<file path="config.mk">
export PLATFORM = sky130hd
export DESIGN_NAME = sata_crc_inserter
export DESIGN_NICKNAME = d
export VERILOG_FILES = /design/src/rtl/sata_crc_pkg.sv /design/src/rtl/crc_calculator.sv /design/src/rtl/sata_crc_inserter.sv
export SDC_FILE = /design/constraint.sdc
export NUM_CORES = 1
export LEC_CHECK = 0
export ABC_AREA = 1
export CAP_MARGIN = 20
export CORE_ASPECT_RATIO = 1.25
export CORE_UTILIZATION = 30
export CTS_BUF_LIST = sky130_fd_sc_hd__clkbuf_4
export CTS_CLUSTER_SIZE = 10
export DETAILED_ROUTE_END_ITERATION = 8
export PLACE_DENSITY = 0.48
export SKIP_CTS_REPAIR_TIMING = 1
export SYNTH_ARGS = -nofsm -noshare
export SYNTH_HDL_FRONTEND = slang
export SYNTH_SLANG_ARGS = --single-unit
</file>
<file path="constraint.sdc">
create_clock -name clk -period 6.05 [get_ports clk]
set_clock_uncertainty 0.1 [all_clocks]
set_input_delay 1.21 -clock clk [delete_from_list [all_inputs] [get_ports clk]]
set_output_delay 1.21 -clock clk [all_outputs]
set_load 0.05 [all_outputs]
</file>
<file path="src/rtl/sata_crc_pkg.sv">
`default_nettype none
// ============================================================================
// Package     : sata_crc_pkg
// Description : Shared constants and state encoding for the SATA CRC inserter.
// Revision    : 1.0 - initial release
// ============================================================================
package sata_crc_pkg;

    localparam logic [31:0] CRC_POLY         = 32'h04C11DB7;
    localparam logic [31:0] CRC_INIT_DEFAULT = 32'h52325032;

    typedef enum logic [1:0] {
        ST_DATA = 2'd0,
        ST_CRC  = 2'd1,
        ST_DROP = 2'd2
    } crc_ins_state_t;

endpackage
`default_nettype wire

</file>
<file path="src/rtl/crc_calculator.sv">
`default_nettype none
// ============================================================================
// Module      : crc_calculator
// Description : Combinational MSB-first CRC update of one data word, no
//               reflection and no final XOR.
// Revision    : 1.0 - initial release
// ============================================================================
module crc_calculator #(
    parameter int unsigned         DATAWIDTH  = 32,
    parameter int unsigned         CRCWIDTH   = 32,
    parameter logic [CRCWIDTH-1:0] POLYNOMIAL = 32'h04C11DB7
) (
    input  logic [DATAWIDTH-1:0] i_data,
    input  logic [CRCWIDTH-1:0]  i_crc,
    output logic [CRCWIDTH-1:0]  o_crc
);

    always_comb begin
        logic [CRCWIDTH-1:0] w_acc;
        logic                w_fb;
        w_acc = i_crc;
        for (int i = DATAWIDTH - 1; i >= 0; i--) begin
            w_fb  = w_acc[CRCWIDTH-1] ^ i_data[i];
            w_acc = {w_acc[CRCWIDTH-2:0], 1'b0} ^ (w_fb ? POLYNOMIAL : '0);
        end
        o_crc = w_acc;
    end

endmodule
`default_nettype wire

</file>
<file path="src/rtl/sata_crc_inserter.sv">
`default_nettype none
// ============================================================================
// Module      : sata_crc_inserter
// Description : Registers TX frame dwords, folds them into a running CRC-32
//               and appends the CRC dword after each frame's last data dword.
//               Optional frame length limit: SATA_CRC_INSERTER_LENGTH_LIMIT_EN.
// Revision    : 1.0 - initial release
// ============================================================================
module sata_crc_inserter
    import sata_crc_pkg::*;
#(
`ifdef SATA_CRC_INSERTER_LENGTH_LIMIT_EN
    parameter int unsigned MAXLEN   = 2064,
`endif
    parameter logic [31:0] CRC_INIT = CRC_INIT_DEFAULT
) (
    input  logic        clk,
    input  logic        reset,
    input  logic [31:0] i_dat,
    input  logic        i_val,
    input  logic        i_eop,
    output logic        i_rdy,
    output logic [31:0] o_dat,
    output logic        o_val,
    output logic        o_eop,
    input  logic        o_rdy,
    output logic        o_len_err
);

    crc_ins_state_t r_state;
    crc_ins_state_t w_state_nxt;

    logic [31:0] r_dat;
    logic        r_val;
    logic        r_eop;
    logic [31:0] r_crc;
    logic [31:0] w_crc_nxt;

    logic w_slot_free;
    logic w_ld_data;
    logic w_ld_crc;
    logic w_ovf;

    crc_calculator #(
        .DATAWIDTH  (32),
        .CRCWIDTH   (32),
        .POLYNOMIAL (CRC_POLY)
    ) u_crc (
        .i_data (i_dat),
        .i_crc  (r_crc),
        .o_crc  (w_crc_nxt)
    );

    assign w_slot_free = ~r_val | o_rdy;

`ifdef SATA_CRC_INSERTER_LENGTH_LIMIT_EN
    localparam logic [11:0] c_maxlen = 12'(MAXLEN);

    logic [11:0] r_cnt;
    logic        r_ovf;
    logic        r_len_err;
    logic        w_cnt_hit;

    assign w_cnt_hit = ((r_cnt + 12'd1) == c_maxlen);
`endif

    always_ff @(posedge clk) begin
        if (reset) r_state <= ST_DATA;
        else       r_state <= w_state_nxt;
    end

    always_comb begin
        w_state_nxt = r_state;
        i_rdy       = 1'b0;
        w_ld_data   = 1'b0;
        w_ld_crc    = 1'b0;
        w_ovf       = 1'b0;
        case (r_state)
            ST_DATA: begin
                i_rdy     = w_slot_free;
                w_ld_data = i_val & w_slot_free;
`ifdef SATA_CRC_INSERTER_LENGTH_LIMIT_EN
                w_ovf     = w_ld_data & ~i_eop & w_cnt_hit;
`endif
                if (w_ld_data & (i_eop | w_ovf)) w_state_nxt = ST_CRC;
            end
            ST_CRC: begin
                w_ld_crc = w_slot_free;
                if (w_slot_free) begin
`ifdef SATA_CRC_INSERTER_LENGTH_LIMIT_EN
                    w_state_nxt = r_ovf ? ST_DROP : ST_DATA;
`else
                    w_state_nxt = ST_DATA;
`endif
                end
            end
`ifdef SATA_CRC_INSERTER_LENGTH_LIMIT_EN
            ST_DROP: begin
                i_rdy = 1'b1;
                if (i_val & i_eop) w_state_nxt = ST_DATA;
            end
`endif
            default: w_state_nxt = ST_DATA;
        endcase
    end

    // The output register holds whenever the downstream stalls a valid beat.
    always_ff @(posedge clk) begin
        if (reset) begin
            r_dat <= '0;
            r_val <= 1'b0;
            r_eop <= 1'b0;
            r_crc <= CRC_INIT;
        end else if (w_ld_data) begin
            r_dat <= i_dat;
            r_val <= 1'b1;
            r_eop <= 1'b0;
            r_crc <= w_crc_nxt;
        end else if (w_ld_crc) begin
            r_dat <= r_crc;
            r_val <= 1'b1;
            r_eop <= 1'b1;
            r_crc <= CRC_INIT;
        end else if (w_slot_free) begin
            r_val <= 1'b0;
        end
    end

    assign o_dat = r_dat;
    assign o_val = r_val;
    assign o_eop = r_eop;

`ifdef SATA_CRC_INSERTER_LENGTH_LIMIT_EN
    always_ff @(posedge clk) begin
        if (reset) begin
            r_cnt     <= '0;
            r_ovf     <= 1'b0;
            r_len_err <= 1'b0;
        end else begin
            r_len_err <= w_ovf;
            if (w_ld_crc) begin
                r_cnt <= '0;
                r_ovf <= 1'b0;
            end else if (w_ld_data) begin
                r_cnt <= r_cnt + 12'd1;
                if (w_ovf) r_ovf <= 1'b1;
            end
        end
    end

    assign o_len_err = r_len_err;
`else
    assign o_len_err = 1'b0;
`endif

endmodule
`default_nettype wire

</file>
==> flow_results.org, run 1 <==
** Synthesis
- A synthesized cell averages 5.79 sq um.
- In this run, synthesis produced a sequential element count of 67.
- Combinational family with the most area after synthesis :: simple AND/OR/NAND/NOR gates
- In the post-synthesis netlist, the biggest area contributors are sky130_fd_sc_hd__nand2_1 27%, sky130_fd_sc_hd__dfxtp_1 18%, sky130_fd_sc_hd__xor2_1 11%, sky130_fd_sc_hd__nand3_1 9.4%, sky130_fd_sc_hd__inv_1 6.6%.
- sky130_fd_sc_hd__nand2_1 takes more of the synthesized area than any other cell.
- Multiplexer area fraction after synthesis :: 0%
- Summing the areas of all fa, ha and maj instances in the mapped netlist gives 0% of the synthesized area.
- Number of warnings reported in the yosys synthesis log :: 0
- The number of nets in the synthesized netlist is 1343.
- The synthesized netlist devotes 14.1% of its cell area to XOR and XNOR gates.
- Synthesized cell area :: 7560 sq um
- Post-synthesis instance total :: 1306
- The netlist uses 36 different library cells.
- Summing the areas of all compound-gate instances in the mapped netlist gives 6.89% of the synthesized area.
- Summing the areas of all and, or, nand and nor instances in the mapped netlist gives 51.4% of the synthesized area.
- Proportion of synthesized chip area in sequential cells :: 17.8%
- After synthesis, the largest area contributor takes up 26.6% of total cell area.

** STA
- Unrepaired setup endpoints after global routing :: no
- Endpoints failing hold :: 0
- Final critical-path share of the clock period :: 73.4%
- Setup violations remaining at the end of the flow were counted as 0.
- Timing would allow up to 225 MHz.
- Fin Setup TNS :: 0 ps
- The smallest clock period supported by the final layout is computed as 4440 ps.
- Worst Max-Slew Pin Slew :: 899 ps
- The final-report max-slew violation count is 0.
- In this run the tightest slew margin relative to its limit is 40.0%.

** CTS
- The clock passes through at most 2 buffers.
- TritonCTS buffer count :: 9
- Clock tree synthesis found a total of 67 sinks.
- Clock H-tree levels :: 3
- Clock tree synthesis selected as its root buffer the cell sky130_fd_sc_hd__clkbuf_4.
- TritonCTS built the clock tree.
- Clk pin slew, worst setup/hold paths :: 130 ps
- Worst-Skew Late Latency :: 460 ps

** Cells and area
- Relative to the synthesized area, the layout overhead comes to 16.3%.
- In the final layout, the multi-input gates occupy 5480 sq um.
- Once layout is complete, the utilization of the core stands at 35.8%.
- Fin nets :: 1407
- The library cell used most frequently in the layout, excluding fill and tap cells, is sky130_fd_sc_hd__nand2_1.
- The layout has 2790 filler cells.
- Across the whole layout, storage elements account for 1340 sq um.
- Ratio of cells with drive above 1 in the final layout :: 12.8%
- Top library cells by usage in the layout, fill and taps aside :: 536 x sky130_fd_sc_hd__nand2_1, 142 x sky130_fd_sc_hd__nand3_1, 133 x sky130_fd_sc_hd__inv_1

** Floorplanning
- Num ports :: 73
- # rows :: 64
- The floorplan step defined a die boundary enclosing 25800 sq um.
- Die height :: 179 um
- The die is 144 um wide.
- Initial Utilization :: 30.7%
- Placeable core area :: 24600 sq um

** Setup path
- Reg-to-Reg End :: r_crc[27]
- R2r startpoint :: r_crc[26]
- Worst reg-to-reg setup slack :: 2370 ps
- Data arrives at the worst endpoint at 4740 ps.
- Data on the critical path is required at its endpoint by 6340 ps.
- The worst register-to-register path has a depth of 24.
- Peak fanout along the critical path :: 8
- Kind of launch point of the worst setup path :: primary input
- CP Class :: primary input to flip-flop
- The worst setup path is captured at a flip-flop.

** Worst hold path
- Hold path endpoint :: r_crc[3]
- Counting instances, the worst hold path has a depth of 2.
- Critical hold path startpoint :: r_crc[3]
- Class of the most critical hold timing path :: flip-flop to flip-flop

** Placed design
- Dpl hpwl :: 24.5 mm
- Global placer's final weighted congestion :: 0.943
- During placement, the flow inserted port buffers numbering 71.

** Outcome
- The run finished with clean final reports.

** Global route
- The via count of the first global-routing pass was 7570.
- Total overflow reported by the global router :: 0
- The number of antenna violations at the first check in global routing is 1.
- The first global-routing pass estimated 45.8 mm of wire.
- Global router's overall resource usage :: 23.9%
- Entering global routing, the biggest net connects 39 pins.

** Drt
- Post-route ant nets :: 0
- Count of unresolved DRC violations after routing :: 0
- Vias per cell :: 4.73
- WL per Instance :: 17.5 um
- After the first detailed-routing iteration, the DRC count stood at 623.
- Via count :: 8073
- Drt total wl :: 29.8 mm
- Number of iterations in the first detailed-routing pass :: 7

** Flow run
- Max-cap violations in this run came to 0.
## cell usage after synthesis, drive strengths merged
cell      n
o21ai    40
inv     170
nor2     33
a21oi    34
or2       8
xnor2    22
o221ai   10
nand3   155
nand4     8
o211ai    6
conb      1
nand3b    5
nand2   626
dfxtp    67
xor2     96
clkbuf   17
a31o      2
buf       6
## state kept, by name, summed over array words and instances (netlist names)
register,cells
o_dat,32
r_crc,32
o_eop,1
o_val,1
r_state,1
## area by class of cell
| cell class | count | area share [%] |
|---|---|---|
| flip-flops and latches | 67 | 15.3 |
| diodes | 1 | 0.0285 |
| repair buffers | 76 | 8.51 |
| clock buffers | 9 | 0.769 |
| well taps | 330 | 4.70 |
| multi-input cells | 1046 | 62.4 |
| inverters | 170 | 7.34 |
| clock inverters | 7 | 1.04 |
## how the worst max path moves through the flow
stage          startpoint        end  cells after the start
2_1_floorplan   i_dat[30]  r_crc[12]                     28
3_3_place_gp    i_dat[31]  r_crc[30]                     23
3_5_place_dp    i_dat[31]   r_crc[9]                     26
4_1_cts         i_dat[26]  r_crc[27]                     26
5_1_grt         i_dat[31]  r_crc[17]                     28
6_report        i_dat[31]  r_crc[27]                     25
## worst max-delay path, stage by stage
cell                              delay [ps]
sky130_fd_sc_hd__clkdlybuf4s50_1         510
sky130_fd_sc_hd__inv_1                    90
sky130_fd_sc_hd__nand2_2                  70
sky130_fd_sc_hd__nand2_2                 130
sky130_fd_sc_hd__nand2_1                 100
sky130_fd_sc_hd__nand2_1                 140
sky130_fd_sc_hd__nand2_1                 130
sky130_fd_sc_hd__nand2_1                  50
sky130_fd_sc_hd__nand2_1                  90
sky130_fd_sc_hd__nand2_2                 180
sky130_fd_sc_hd__inv_4                   150
sky130_fd_sc_hd__nand2_1                  90
sky130_fd_sc_hd__nand2_2                 130
sky130_fd_sc_hd__nand3_2                 120
sky130_fd_sc_hd__nand2_2                 180
sky130_fd_sc_hd__nand2_1                  90
sky130_fd_sc_hd__nand2_1                 100
sky130_fd_sc_hd__nand2_2                  90
sky130_fd_sc_hd__nand2_1                 210
sky130_fd_sc_hd__nand2_1                  80
sky130_fd_sc_hd__nand2_1                 180
sky130_fd_sc_hd__nand3_1                 130
sky130_fd_sc_hd__nand3_1                 100
sky130_fd_sc_hd__nand3_1                 180
sky130_fd_sc_hd__a21oi_1                 190
## routing by layer
metal,global-route usage [%],wire [um],part of all wire (%),up-vias
met5,0,0,0,-
met4,10.6,1290,4.3,0
met3,2.16,1160,3.9,43
met2,38.5,13800,46,193
met1,32.0,13500,45,3659
li1,-,-,-,4178
## cells by family after synthesis
kind of cell	Yosys count
AND/OR/NAND/NOR	835
buffers and inverters	193
other	1
AO/OA/AOI/OAI	92
flip-flops	67
XOR/XNOR	118
## through the flow
stage	area, sq um	setup slack, ps	hold slack [ps]	instances
2_1_floorplan	7560	2460	340	1306
3_3_place_gp	8630	1140	355	1689
3_5_place_dp	8630	1140	355	1689
4_1_cts	8790	1660	374	1705
5_1_grt	8790	1230	393	1706
6_report	8790	1610	375	1706
Power of run 1 is not shown: default switching activity piles up to over one toggle a cycle in this logic, so the estimate is an artifact.
==> run 2, diff against run 1 <==
- clock period: 6.05 -> 4.3 ns (I/O delays scaled with it)
==> flow_results.org, run 2 (same netlist as run 1, synthesis figures left out) <==
** CTS
- TritonCTS built the clock tree.
- Counting along the longest clock path gives a buffer depth of 2.
- TritonCTS buffer count :: 9
- Clk pin slew, worst setup/hold paths :: 130 ps
- Worst-Skew Late Latency :: 460 ps
- The tree is rooted in a sky130_fd_sc_hd__clkbuf_4.
- Number of sinks driven by the clock tree :: 67
- Clock H-tree levels :: 3

** Cells and area
- In the final design database the tool counted 1543 nets.
- Ratio of cells with drive above 1 in the final layout :: 20.7%
- Most common cell after layout, fill and taps aside :: sky130_fd_sc_hd__nand2_1
- After filler insertion, the fill cell instance count of the layout stands at 2751.
- Top library cells by usage in the layout, fill and taps aside :: 536 x sky130_fd_sc_hd__nand2_1, 142 x sky130_fd_sc_hd__nand3_1, 136 x sky130_fd_sc_hd__buf_4
- The sequential cells in the finished layout cover a total of 1340 sq um.
- Excluding fillers, the count of instances in the completed layout stands at 1842.
- Summing all multi-input logic gate instances after layout gives 5490 sq um.
- Relative to the synthesized area, the layout overhead comes to 30.6%.

** Floorplanning
- The floorplan step defined a die boundary enclosing 25800 sq um.
- The region available for standard cell placement spans 24600 sq um.
- The floorplan step set the die height to 179 um.
- The initial utilization of the core area, before any placement, comes to 30.7%.
- Num ports :: 73
- # rows :: 64
- Die boundary width :: 144 um

** Global route
- First-pass GRT wire length :: 46.6 mm
- Initial antenna violation count :: 1
- The via count of the first global-routing pass is 7944.
- Entering global routing, the biggest net connects 64 pins.
- The total overflow left after global routing is 0.
- Global routing consumed, over all layers together, 24.7% of the routing resources.

** Placed design
- The count of buffers added on input and output ports is 71.
- Dpl hpwl :: 25.8 mm
- Once placement completed, the tool counted placed cells totaling 1825.
- Before CTS, the worst setup slack after placement is -192 ps.
- The congestion estimate from routability-driven global placement came to 0.899.

** Setup path
- Most frequent cell on the critical path :: sky130_fd_sc_hd__nand2_1
- For the worst setup path, the data required time is 4530 ps.
- For this run, the slowest stage of the critical path takes 510 ps.
- STA puts the critical path data arrival time at 4180 ps.
- CP Class :: primary input to flip-flop
- Broken down by cell family, the worst path's largest delay share belongs to simple AND/OR/NAND/NOR gates.
- Kind of launch point of the worst setup path :: primary input
- Peak fanout along the critical path :: 10
- The slowest stage of the critical path is the sky130_fd_sc_hd__clkdlybuf4s50_1 cell.
- Worst Path Buf+Inv :: 6
- CP endpoint kind :: flip-flop

** STA
- Setup total negative slack on the finished layout was measured at 0 ps.
- Setup repair after global routing left no endpoint under its margin.
- For the finished layout, the period the worst path requires is 3950 ps.
- For the pin with the worst max-slew slack, the measured transition is 873 ps.
- Endpoints failing hold :: 0
- Setup violations remaining at the end of the flow were counted as 0.
- The final-report max-slew violation count came to 0.
- For this run, the top clock speed supported by timing is 253 MHz.
- Post-route setup slack :: 345 ps
- Final critical-path share of the clock period :: 92.0%
- Headroom to the max-slew limit :: 41.7%

** Outcome
- The run finished with clean final reports.

** Drt
- Dividing the detail-routed via count by the number of cells gives 4.64.
- Post-route ant nets :: 0
- In the routed design, unresolved DRC markers number 0.
- Via count :: 8547
- DRC violation total after the first TritonRoute iteration :: 555
- Dividing the detail-routed wire length by the instance count gives 16.8 um.
- After detailed routing, the total wire length is 31.0 mm.
- Before antenna repair, the detailed router went through 5 iterations.

** Worst hold path
- The worst hold path belongs to the class flip-flop to flip-flop.

** Flow run
- Max-capacitance violation count :: 0
## run 2: changes by cell type in the layout (fill, tap and decap cells not counted), sizes merged
cell / before / now
inv: 171 / 172
bufinv: 2 / 1
clkinvlp: 0 / 3
buf: 5 / 141
clkinv: 4 / 1
## run 2: worst min-delay path, cell delays in order, from the launching register on
cell,delay [ps]
sky130_fd_sc_hd__dfxtp_1,330
sky130_fd_sc_hd__nand2_1,60
sky130_fd_sc_hd__a21oi_1,50
## run 2: worst paths after layout
| kind | depth (start not counted) | start | slack [ps] | to |
|---|---|---|---|---|
| hold / removal | 2 | r_crc[3] | 370 | r_crc[3] |
| setup / recovery | 28 | i_dat[28] | 350 | r_crc[28] |
| hold reg to reg | 2 | r_crc[3] | 370 | r_crc[3] |
| setup reg to reg | 23 | r_crc[30] | 790 | r_crc[28] |
## run 2: routing by layer
metal / vias up / share of wire (%) / track usage, %
li1: 4452 / - / -
met1: 3812 / 44 / 31.8
met2: 228 / 47 / 41.1
met3: 55 / 3.9 / 2.05
met4: 0 / 4.4 / 11.5
met5: - / 0 / 0
## run 2: final cells by class
class / instances / area share, %
clock buffers: 9 / 0.685
well taps: 330 / 4.19
multi-input cells: 1046 / 55.6
repair buffers: 212 / 18.6
inverters: 170 / 6.57
flip-flops and latches: 67 / 13.6
clock inverters: 7 / 0.761
diodes: 1 / 0.0254
## run 2: metrics by stage
step	utilization [%]	area [sq um]	hold slack [ps]
4_1_cts	40.1	9860	376
5_1_grt	40.1	9870	404
2_1_floorplan	-	7560	340
6_report	40.1	9870	375
3_3_place_gp	39.5	9710	352
3_5_place_dp	39.5	9710	357
Power of run 2 is left out for the same reason.
==> run 3, diff against run 2 <==
- HOLD_SLACK_MARGIN: unset -> 0.02
==> results of run 3 <==
Same layout as run 2: the final DEF is identical, and so are final timing and power.
Power of run 3 is left out for the same reason.
